==> src/rtl/spike_aer_pkg.sv <==
// Shared types and helpers for the spike-to-AER encoder: neuron/stamp widths,
// scanner state, event layout and the lowest-set-bit priority encoder.
package spike_aer_pkg;

  // Neuron count and stamp width are fixed for the whole neuron-array build.
  localparam int N_NEURONS = 8;
  localparam int TS_W      = 8;
  localparam int ADDR_W    = $clog2(N_NEURONS);

  typedef enum logic {
    IDLE = 1'b0,
    SCAN = 1'b1
  } scan_state_e;

  typedef struct packed {
    logic [ADDR_W-1:0] addr;
    logic [TS_W-1:0]   ts;
  } aer_event_t;

  // Scanning from the top down leaves the lowest set index as the result.
  function automatic logic [ADDR_W-1:0] lowest_set_idx(input logic [N_NEURONS-1:0] vec);
    lowest_set_idx = '0;
    for (int i = N_NEURONS - 1; i >= 0; i--) begin
      if (vec[i]) lowest_set_idx = ADDR_W'(i);
    end
  endfunction

endpackage

==> src/rtl/aer_sync_fifo.sv <==
// First-word fall-through synchronous FIFO for address events; the head
// output reads as zero whenever the FIFO is empty.
module aer_sync_fifo #(
  parameter int WIDTH = 11,
  parameter int DEPTH = 8
) (
  input  logic                     clk,
  input  logic                     rst_n,
  input  logic                     push_i,
  input  logic [WIDTH-1:0]         din_i,
  input  logic                     pop_i,
  output logic [WIDTH-1:0]         dout_o,
  output logic                     full_o,
  output logic                     empty_o,
  output logic [$clog2(DEPTH):0]   level_o
);

  localparam int AW = $clog2(DEPTH);

  logic [WIDTH-1:0] mem_q [DEPTH];
  logic [AW:0]      wr_q, wr_d;
  logic [AW:0]      rd_q, rd_d;
  logic             do_push;
  logic             do_pop;

  // Extra pointer bit distinguishes full from empty when the indices match.
  assign empty_o = (wr_q == rd_q);
  assign full_o  = (wr_q[AW] != rd_q[AW]) && (wr_q[AW-1:0] == rd_q[AW-1:0]);
  assign level_o = wr_q - rd_q;

  assign do_pop  = pop_i && !empty_o;
  assign do_push = push_i && (!full_o || do_pop);

  assign wr_d = wr_q + (AW + 1)'(do_push);
  assign rd_d = rd_q + (AW + 1)'(do_pop);

  always_ff @(posedge clk) begin
    if (do_push) mem_q[wr_q[AW-1:0]] <= din_i;
  end

  always_ff @(posedge clk or negedge rst_n) begin
    if (!rst_n) begin
      wr_q <= '0;
      rd_q <= '0;
    end else begin
      wr_q <= wr_d;
      rd_q <= rd_d;
    end
  end

  assign dout_o = empty_o ? '0 : mem_q[rd_q[AW-1:0]];

endmodule

==> src/rtl/spike_aer_encoder.sv <==
// Serialises each timestep's spike vector into AER events on a valid/ready
// stream. Define SPIKE_AER_TIMESTAMP_EN to carry the timestep stamp in aer_ts.
module spike_aer_encoder
  import spike_aer_pkg::*;
#(
  parameter int FIFO_DEPTH = 8
) (
  input  logic                          clk,
  input  logic                          rst_n,
  input  logic [N_NEURONS-1:0]          spike,
  input  logic                          spike_valid,
  output logic                          aer_valid,
  input  logic                          aer_ready,
  output logic [ADDR_W-1:0]             aer_addr,
  output logic [TS_W-1:0]               aer_ts,
  output logic [$clog2(FIFO_DEPTH):0]   fifo_level,
  output logic                          overflow,
  output logic [7:0]                    drop_cnt
);

`ifdef SPIKE_AER_TIMESTAMP_EN
  localparam int ENTRY_W = $bits(aer_event_t);
`else
  localparam int ENTRY_W = ADDR_W;
`endif

  scan_state_e          state_q, state_d;
  logic [N_NEURONS-1:0] pending_q, pending_d;
  logic                 overflow_q, overflow_d;
  logic [7:0]           drop_cnt_q, drop_cnt_d;

  logic [N_NEURONS-1:0] pending_rest;
  logic                 accept;
  logic                 fifo_push, fifo_pop, fifo_full, fifo_empty;
  logic [ENTRY_W-1:0]   push_data, head_data;

  assign fifo_pop     = !fifo_empty && aer_ready;
  assign pending_rest = pending_q & (pending_q - 1'b1);

  always_comb begin
    state_d    = state_q;
    pending_d  = pending_q;
    overflow_d = overflow_q;
    drop_cnt_d = drop_cnt_q;
    fifo_push  = 1'b0;
    accept     = 1'b0;
    case (state_q)
      IDLE: accept = spike_valid;
      SCAN: begin
        if (!fifo_full || fifo_pop) begin
          fifo_push = 1'b1;
          pending_d = pending_rest;
          // A new vector may land on the final push so scans run back to back.
          if (pending_rest == '0) begin
            state_d = IDLE;
            accept  = spike_valid;
          end
        end
        if (spike_valid && !accept) begin
          overflow_d = 1'b1;
          if (drop_cnt_q != 8'hFF) drop_cnt_d = drop_cnt_q + 8'd1;
        end
      end
      default: state_d = IDLE;
    endcase
    if (accept && (spike != '0)) begin
      pending_d = spike;
      state_d   = SCAN;
    end
  end

  always_ff @(posedge clk or negedge rst_n) begin
    if (!rst_n) begin
      state_q    <= IDLE;
      pending_q  <= '0;
      overflow_q <= 1'b0;
      drop_cnt_q <= '0;
    end else begin
      state_q    <= state_d;
      pending_q  <= pending_d;
      overflow_q <= overflow_d;
      drop_cnt_q <= drop_cnt_d;
    end
  end

`ifdef SPIKE_AER_TIMESTAMP_EN
  logic [TS_W-1:0] ts_cnt_q, ts_cnt_d;
  logic [TS_W-1:0] cur_ts_q, cur_ts_d;
  aer_event_t      push_evt, head_evt;

  // Dropped vectors still advance the stamp so it tracks real time.
  assign ts_cnt_d = ts_cnt_q + TS_W'(spike_valid);
  assign cur_ts_d = (accept && (spike != '0)) ? ts_cnt_q : cur_ts_q;

  always_ff @(posedge clk or negedge rst_n) begin
    if (!rst_n) begin
      ts_cnt_q <= '0;
      cur_ts_q <= '0;
    end else begin
      ts_cnt_q <= ts_cnt_d;
      cur_ts_q <= cur_ts_d;
    end
  end

  assign push_evt.addr = lowest_set_idx(pending_q);
  assign push_evt.ts   = cur_ts_q;
  assign push_data     = push_evt;
  assign head_evt      = head_data;
  assign aer_addr      = head_evt.addr;
  assign aer_ts        = head_evt.ts;
`else
  assign push_data = lowest_set_idx(pending_q);
  assign aer_addr  = head_data;
  assign aer_ts    = '0;
`endif

  aer_sync_fifo #(
    .WIDTH (ENTRY_W),
    .DEPTH (FIFO_DEPTH)
  ) u_fifo (
    .clk     (clk),
    .rst_n   (rst_n),
    .push_i  (fifo_push),
    .din_i   (push_data),
    .pop_i   (fifo_pop),
    .dout_o  (head_data),
    .full_o  (fifo_full),
    .empty_o (fifo_empty),
    .level_o (fifo_level)
  );

  assign aer_valid = !fifo_empty;
  assign overflow  = overflow_q;
  assign drop_cnt  = drop_cnt_q;

endmodule

==> config.mk <==
export PLATFORM = sky130hd
export DESIGN_NAME = spike_aer_encoder
export DESIGN_NICKNAME = d
export VERILOG_FILES = /design/src/rtl/spike_aer_pkg.sv /design/src/rtl/aer_sync_fifo.sv /design/src/rtl/spike_aer_encoder.sv
export SDC_FILE = /design/constraint.sdc
export NUM_CORES = 1
export LEC_CHECK = 0
export BUFFER_PORTS_ARGS = -buffer_cell sky130_fd_sc_hd__buf_4
export CORE_ASPECT_RATIO = 0.6
export CORE_MARGIN = 1
export CORE_UTILIZATION = 60
export DETAILED_ROUTE_END_ITERATION = 16
export PLACE_DENSITY_LB_ADDON = 0.08
export SLEW_MARGIN = 20
export SYNTH_ARGS = -nofsm -noshare
export SYNTH_HDL_FRONTEND = slang
export SYNTH_SLANG_ARGS = --single-unit
==> constraint.sdc <==
create_clock -name clk -period 4 [get_ports clk]
set_input_delay 0.8 -clock clk [delete_from_list [all_inputs] [get_ports clk]]
set_output_delay 0.8 -clock clk [all_outputs]
set_load 0.02 [all_outputs]
# == Yosys cells after proc, flatten, opt, wreduce, memory -nomap -nowiden ==
# Memory sizes are Yosys's and may differ from the RTL's.
# Index checks and enable logic that the tools add are counted.
# word_totals
register_bits,26
ramBits,24
inputBits,12
out_inout_bits,25
wordCells,60
mem_count,1
# memory_table
memory,depth,width,read_ports,rd_clocked_by_memory_dff,wr,line,source
u_fifo.mem_q,8,3,1,0,1,aer_sync_fifo.sv:20,logic [WIDTH-1:0] mem_q [DEPTH];
# classes
addsub,5
n_eq_ne,4
mux,24
n_bitwise,2
n_reduce_logical,18
# op_table
operator,n
2-to-1 mux 3 bit,9
2-to-1 mux 8 bit,3
2-to-1 mux 1 bit,11
adder 4 x 1 -> 4 bit,2
"adder 8 x 1 -> 8 bit, second input constant",1
bitwise AND 8 bit,1
zero test 8 bit,1
"!= test 8 bit, second input constant",1
nonzero test 8 bit,1
"subtractor 8 x 1 -> 8 bit, second input constant",1
logical AND 1 bit,6
equality test 4 bit,1
AND reduction 2 bit,2
nonzero test 2 bit,2
subtractor 4 bit,1
equality test 3 bit,1
zero test 1 bit,3
AND reduction 3 bit,1
logical OR 1 bit,2
one-hot mux 1 bit (2 select lines),1
!= test 1 bit,1
inverter 1 bit,1

# == Logic depth before layout (Yosys ltp) ==
# logic_depth
depth_word,10
ltp_mapped,9
mapped_depth_nobuf,8

# == Cells and area by module ==
# Synthesis repeated with hierarchy kept, for this count alone.
# unflattened
cells_unflattened,224
hier_area_um2,2578.7
# modules_own_cells
module,instances,cells_each,area_per_inst_um2,seq_area_each_um2
aer_sync_fifo,1,105,1477.7,920.9
spike_aer_encoder,1,119,1101.1,450.4

# == Worst setup path after synthesis ==
# Ideal clock, no wire load.
# synth_timing
path_kind,register to output
from,register u_fifo.rd_q[1]
to,output fifo_level[3]
arrival_ns,1.616
required_ns,3.200
setup_slack_ns,1.584
stages_incl_launch_ff,7
n_path_buf,1
path_cell_list,dfrtp_1 > clkbuf_1 > inv_1 > ha_1 > a21o_1 > a21oi_1 > xnor2_1
# synth_via
elab_chain_cells,1
# synth_lines
item,line,source
start: declaration,aer_sync_fifo.sv:22,"logic [AW:0] rd_q, rd_d;"
start signal: assignment,aer_sync_fifo.sv:47,rd_q <= rd_d;
subtractor 4 bit,aer_sync_fifo.sv:29,assign level_o = wr_q - rd_q;
end: declaration,spike_aer_encoder.sv:16,"output logic [$clog2(FIFO_DEPTH):0] fifo_level,"
# No other way between the ends.

# == Worst setup path after layout ==
# Same ends and word-level chain as after synthesis.

==> flow_metrics.tcl <==
set metrics [dict create \
    gr-total-overflow 0 \
    io_buffer_count 28 \
    grt_start_max_net_pins 27 \
    critical_path_class "flip-flop to output port" \
    hpwlAfterDp_um 3810 \
    drive_above_1_share_pct 21.2 \
    power.static_leakage_nw 1.15 \
    p_per_area_mw_per_mm2 1010 \
    first_global_vias 1597 \
    synth.cell_area_mm2 0.00244 \
    chipWidth_um 84.3 \
    final.min_clock_period_ns 2.84 \
    final_max_slew_viol_count 0 \
    insertedDiodeCount 0 \
    total_power_w 0.00278 \
    worst_setup_path_end_kind "output port" \
    detailroute.via_count 1642 \
    number_of_antenna_violations_at_the_first_check_in_global_routing 0 \
    outcome "complete, but fails checks" \
    detail_route.vias_per_cell 6.01 \
    final.fill_count 279 \
    remaining_drc_errors 10 \
    fp.dieArea_mm2 0.00433 \
    sum_of_negative_setup_slack_ns 0 \
    nets 246 \
    synth_cell_types 41 \
    rsz_0062_raised_after_global_routing "false" \
    crit_path_max_fanout 10 \
    ys_top_cells_by_area "sky130_fd_sc_hd__edfxtp_1, sky130_fd_sc_hd__dfrtp_1, sky130_fd_sc_hd__mux4_2" \
    first_pass_grt_wire_length_um 8110 \
    max_clock_freq_mhz 352 \
    post-cts-setup-buffers 0 \
    clkTransAtPathRegs_ns 0.09 \
    gp_routability_congestion 0.879 \
    synthDominantCellAreaShare_pct 29.6 \
    postSynth.asyncResetShare_pct 52.0 \
    tritoncts "done" \
    cts_resized 0 \
    drt_first_pass_iters 10 \
    synth-seq-cells 50 \
    holdCritPathClass "input pin to async pin" \
    floorplan.initialDensity_pct 64.3 \
    clk_root_buffer_cell "sky130_fd_sc_hd__clkbuf_8" \
    final-setup-viol-count 0 \
    max-vdd-ir-drop_v 0.000463 \
    final_min_period_over_clock_period_pct 71.0 \
    final_hold_viol_count 0 \
    die_y_um 51.4 \
    cts-root-to-sink-buffers 2 \
    groute.usage.overall_pct 25.8 \
    worst_pin_slew_ns 0.629 \
    synthMostInstantiatedCell "sky130_fd_sc_hd__dfrtp_1" \
    fp-row-count 17 \
    number_of_enable_flip_flop_cells_after_synthesis 24 \
    relSlewSlack_pct 57.6 \
    postSynth.topFlopCell "sky130_fd_sc_hd__dfrtp_1" \
    clkLatencyLatePin_ns 0.31 \
    detail_route.wl_per_cell_um 18.4 \
    number_of_buffers_added_to_fix_hold_violations_after_cts 0 \
    postSynthCellCount 197 \
    finalHoldWorstSlack_ns 0.377 \
    cell_type_with_the_highest_aggregate_area_in_the_netlist "sky130_fd_sc_hd__edfxtp_1" \
    ys_top_cells_by_count "sky130_fd_sc_hd__dfrtp_1, sky130_fd_sc_hd__edfxtp_1, sky130_fd_sc_hd__nand2_1" \
    skew_ns 0.00504 \
    numCtsBuffers 5 \
    layout-area-overhead-vs-synth_pct 13.2 \
    synth-seq-area-share_pct 56.3 \
    max-cap-violations 0 \
    drt_iter0_markers 169 \
    core_mm2 0.00379 \
    cts_num_sinks 50 \
    timing.critical_path.from_type "flip-flop" \
    arrival_ns 2.04 \
    failing_checks "design-rule violations" \
    required_ns 3.20 \
    cts_htree_levels 2 \
    post_synthesis_average_cell_area_um2 12.4 \
    yosys_warnings 0 \
    drtAntennaViolNets 0 \
    boundaryPins 37 \
    routed_wl_um 5020 \
]
-- final cells by class --
cell class              count  area, µm²  share of cell area (%)
well taps                  47       58.8                    2.13
inverters                  13       48.8                    1.77
multi-input cells         127        956                    34.7
clock inverters             3       43.8                    1.59
flip-flops and latches     50       1370                    49.7
repair buffers             28        210                    7.62
clock buffers               5       68.8                    2.50
-- per-layer routing --
layer | global-route usage [%] | routed length [µm]
met5 | 0 | 0
met4 | 8.33 | 76
met3 | 5.98 | 338
met2 | 38.4 | 2210
met1 | 37.9 | 2400
-- state kept, by name (all words and copies together), names as in the netlist --
register and flops:
u_fifo.mem_q 24, drop_cnt 8, pending_q 8, u_fifo.rd_q 4
u_fifo.wr_q 4, overflow 1, state_q 1
-- per-stage QoR --
stage | area, µm² | utilization (%) | cells | setup WS (ns)
after floorplan | 2460 | - | 204 | 1.58
after CTS | 2760 | 72.8 | 273 | 1.17
after detailed placement | 2650 | 69.9 | 265 | 1.45
after global routing | 2760 | 72.8 | 273 | 1.05
after global placement | 2650 | 69.9 | 265 | 1.59
final | 2760 | 72.8 | 273 | 1.16
-- cells by family after synthesis --
logic type | count (synthesis) | synth area share [%]
DFF | 50 | 56.3
muxes | 8 | 6.47
and+or+nand+nor | 59 | 11.9
other | 1 | 0.154
xor gates and xnor gates | 13 | 4.67
adders and majority gates | 10 | 5.39
buffers and inverters | 27 | 5.55
AOI/OAI and AO/OA | 29 | 9.55
-- worst paths after layout --
path,cells after the start,end,startpoint,slack (ns)
worst max-delay path,6,fifo_level[3],u_fifo.rd_q[1],1.16
worst min-delay path,1,pending_q[6],rst_n,0.38
worst max register to register,8,u_fifo.wr_q[2],u_fifo.rd_q[1],1.39
worst min register to register,1,overflow,overflow,0.48
max in group asynchronous,1,u_fifo.rd_q[0],rst_n,3.37
min in group clk,1,overflow,overflow,0.48
-- report_power, final --
group	switching, W	internal, W	total, W
sequential	0.000232	0.000819	0.00105
combinational	0.000799	0.000569	0.00137
clock	0.000170	0.000187	0.000357
total	0.00120	0.00157	0.00278
-- cell usage in the layout, fill, tap and decap left out, types with 2 or more instances in the layout --
cell type                   synthesis  layout
sky130_fd_sc_hd__buf_4              9      28
sky130_fd_sc_hd__dfrtp_1           26      26
sky130_fd_sc_hd__edfxtp_1          24      24
sky130_fd_sc_hd__nand2_1           16      16
sky130_fd_sc_hd__inv_1             11      11
sky130_fd_sc_hd__nand3_1           10      10
sky130_fd_sc_hd__nor2_1            10      10
sky130_fd_sc_hd__nor3_1            10      10
sky130_fd_sc_hd__a21oi_1            8       8
sky130_fd_sc_hd__xor2_1             8       8
sky130_fd_sc_hd__ha_1               8       8
sky130_fd_sc_hd__conb_1             1       8
sky130_fd_sc_hd__mux4_2             6       6
sky130_fd_sc_hd__a32o_1             6       6
sky130_fd_sc_hd__xnor2_1            5       5
sky130_fd_sc_hd__clkbuf_8           0       5
sky130_fd_sc_hd__nor4_1             3       3
sky130_fd_sc_hd__inv_2              2       2
sky130_fd_sc_hd__o31a_1             2       2
sky130_fd_sc_hd__o21bai_1           2       2
sky130_fd_sc_hd__or4_1              2       2
sky130_fd_sc_hd__o21ai_1            2       2
sky130_fd_sc_hd__nand4_1            2       2
sky130_fd_sc_hd__mux2_1             2       2
sky130_fd_sc_hd__o2bb2ai_1          2       2
-- critical path, cell delays in order (launching register included) --
cell and delay, ns:
sky130_fd_sc_hd__dfrtp_1 0.62, sky130_fd_sc_hd__inv_1 0.10, sky130_fd_sc_hd__ha_1 0.34, sky130_fd_sc_hd__a21o_1 0.19, sky130_fd_sc_hd__a21oi_1 0.16, sky130_fd_sc_hd__xnor2_1 0.15
sky130_fd_sc_hd__buf_4 0.17
Note: power is estimated with default switching activity, not from simulation.
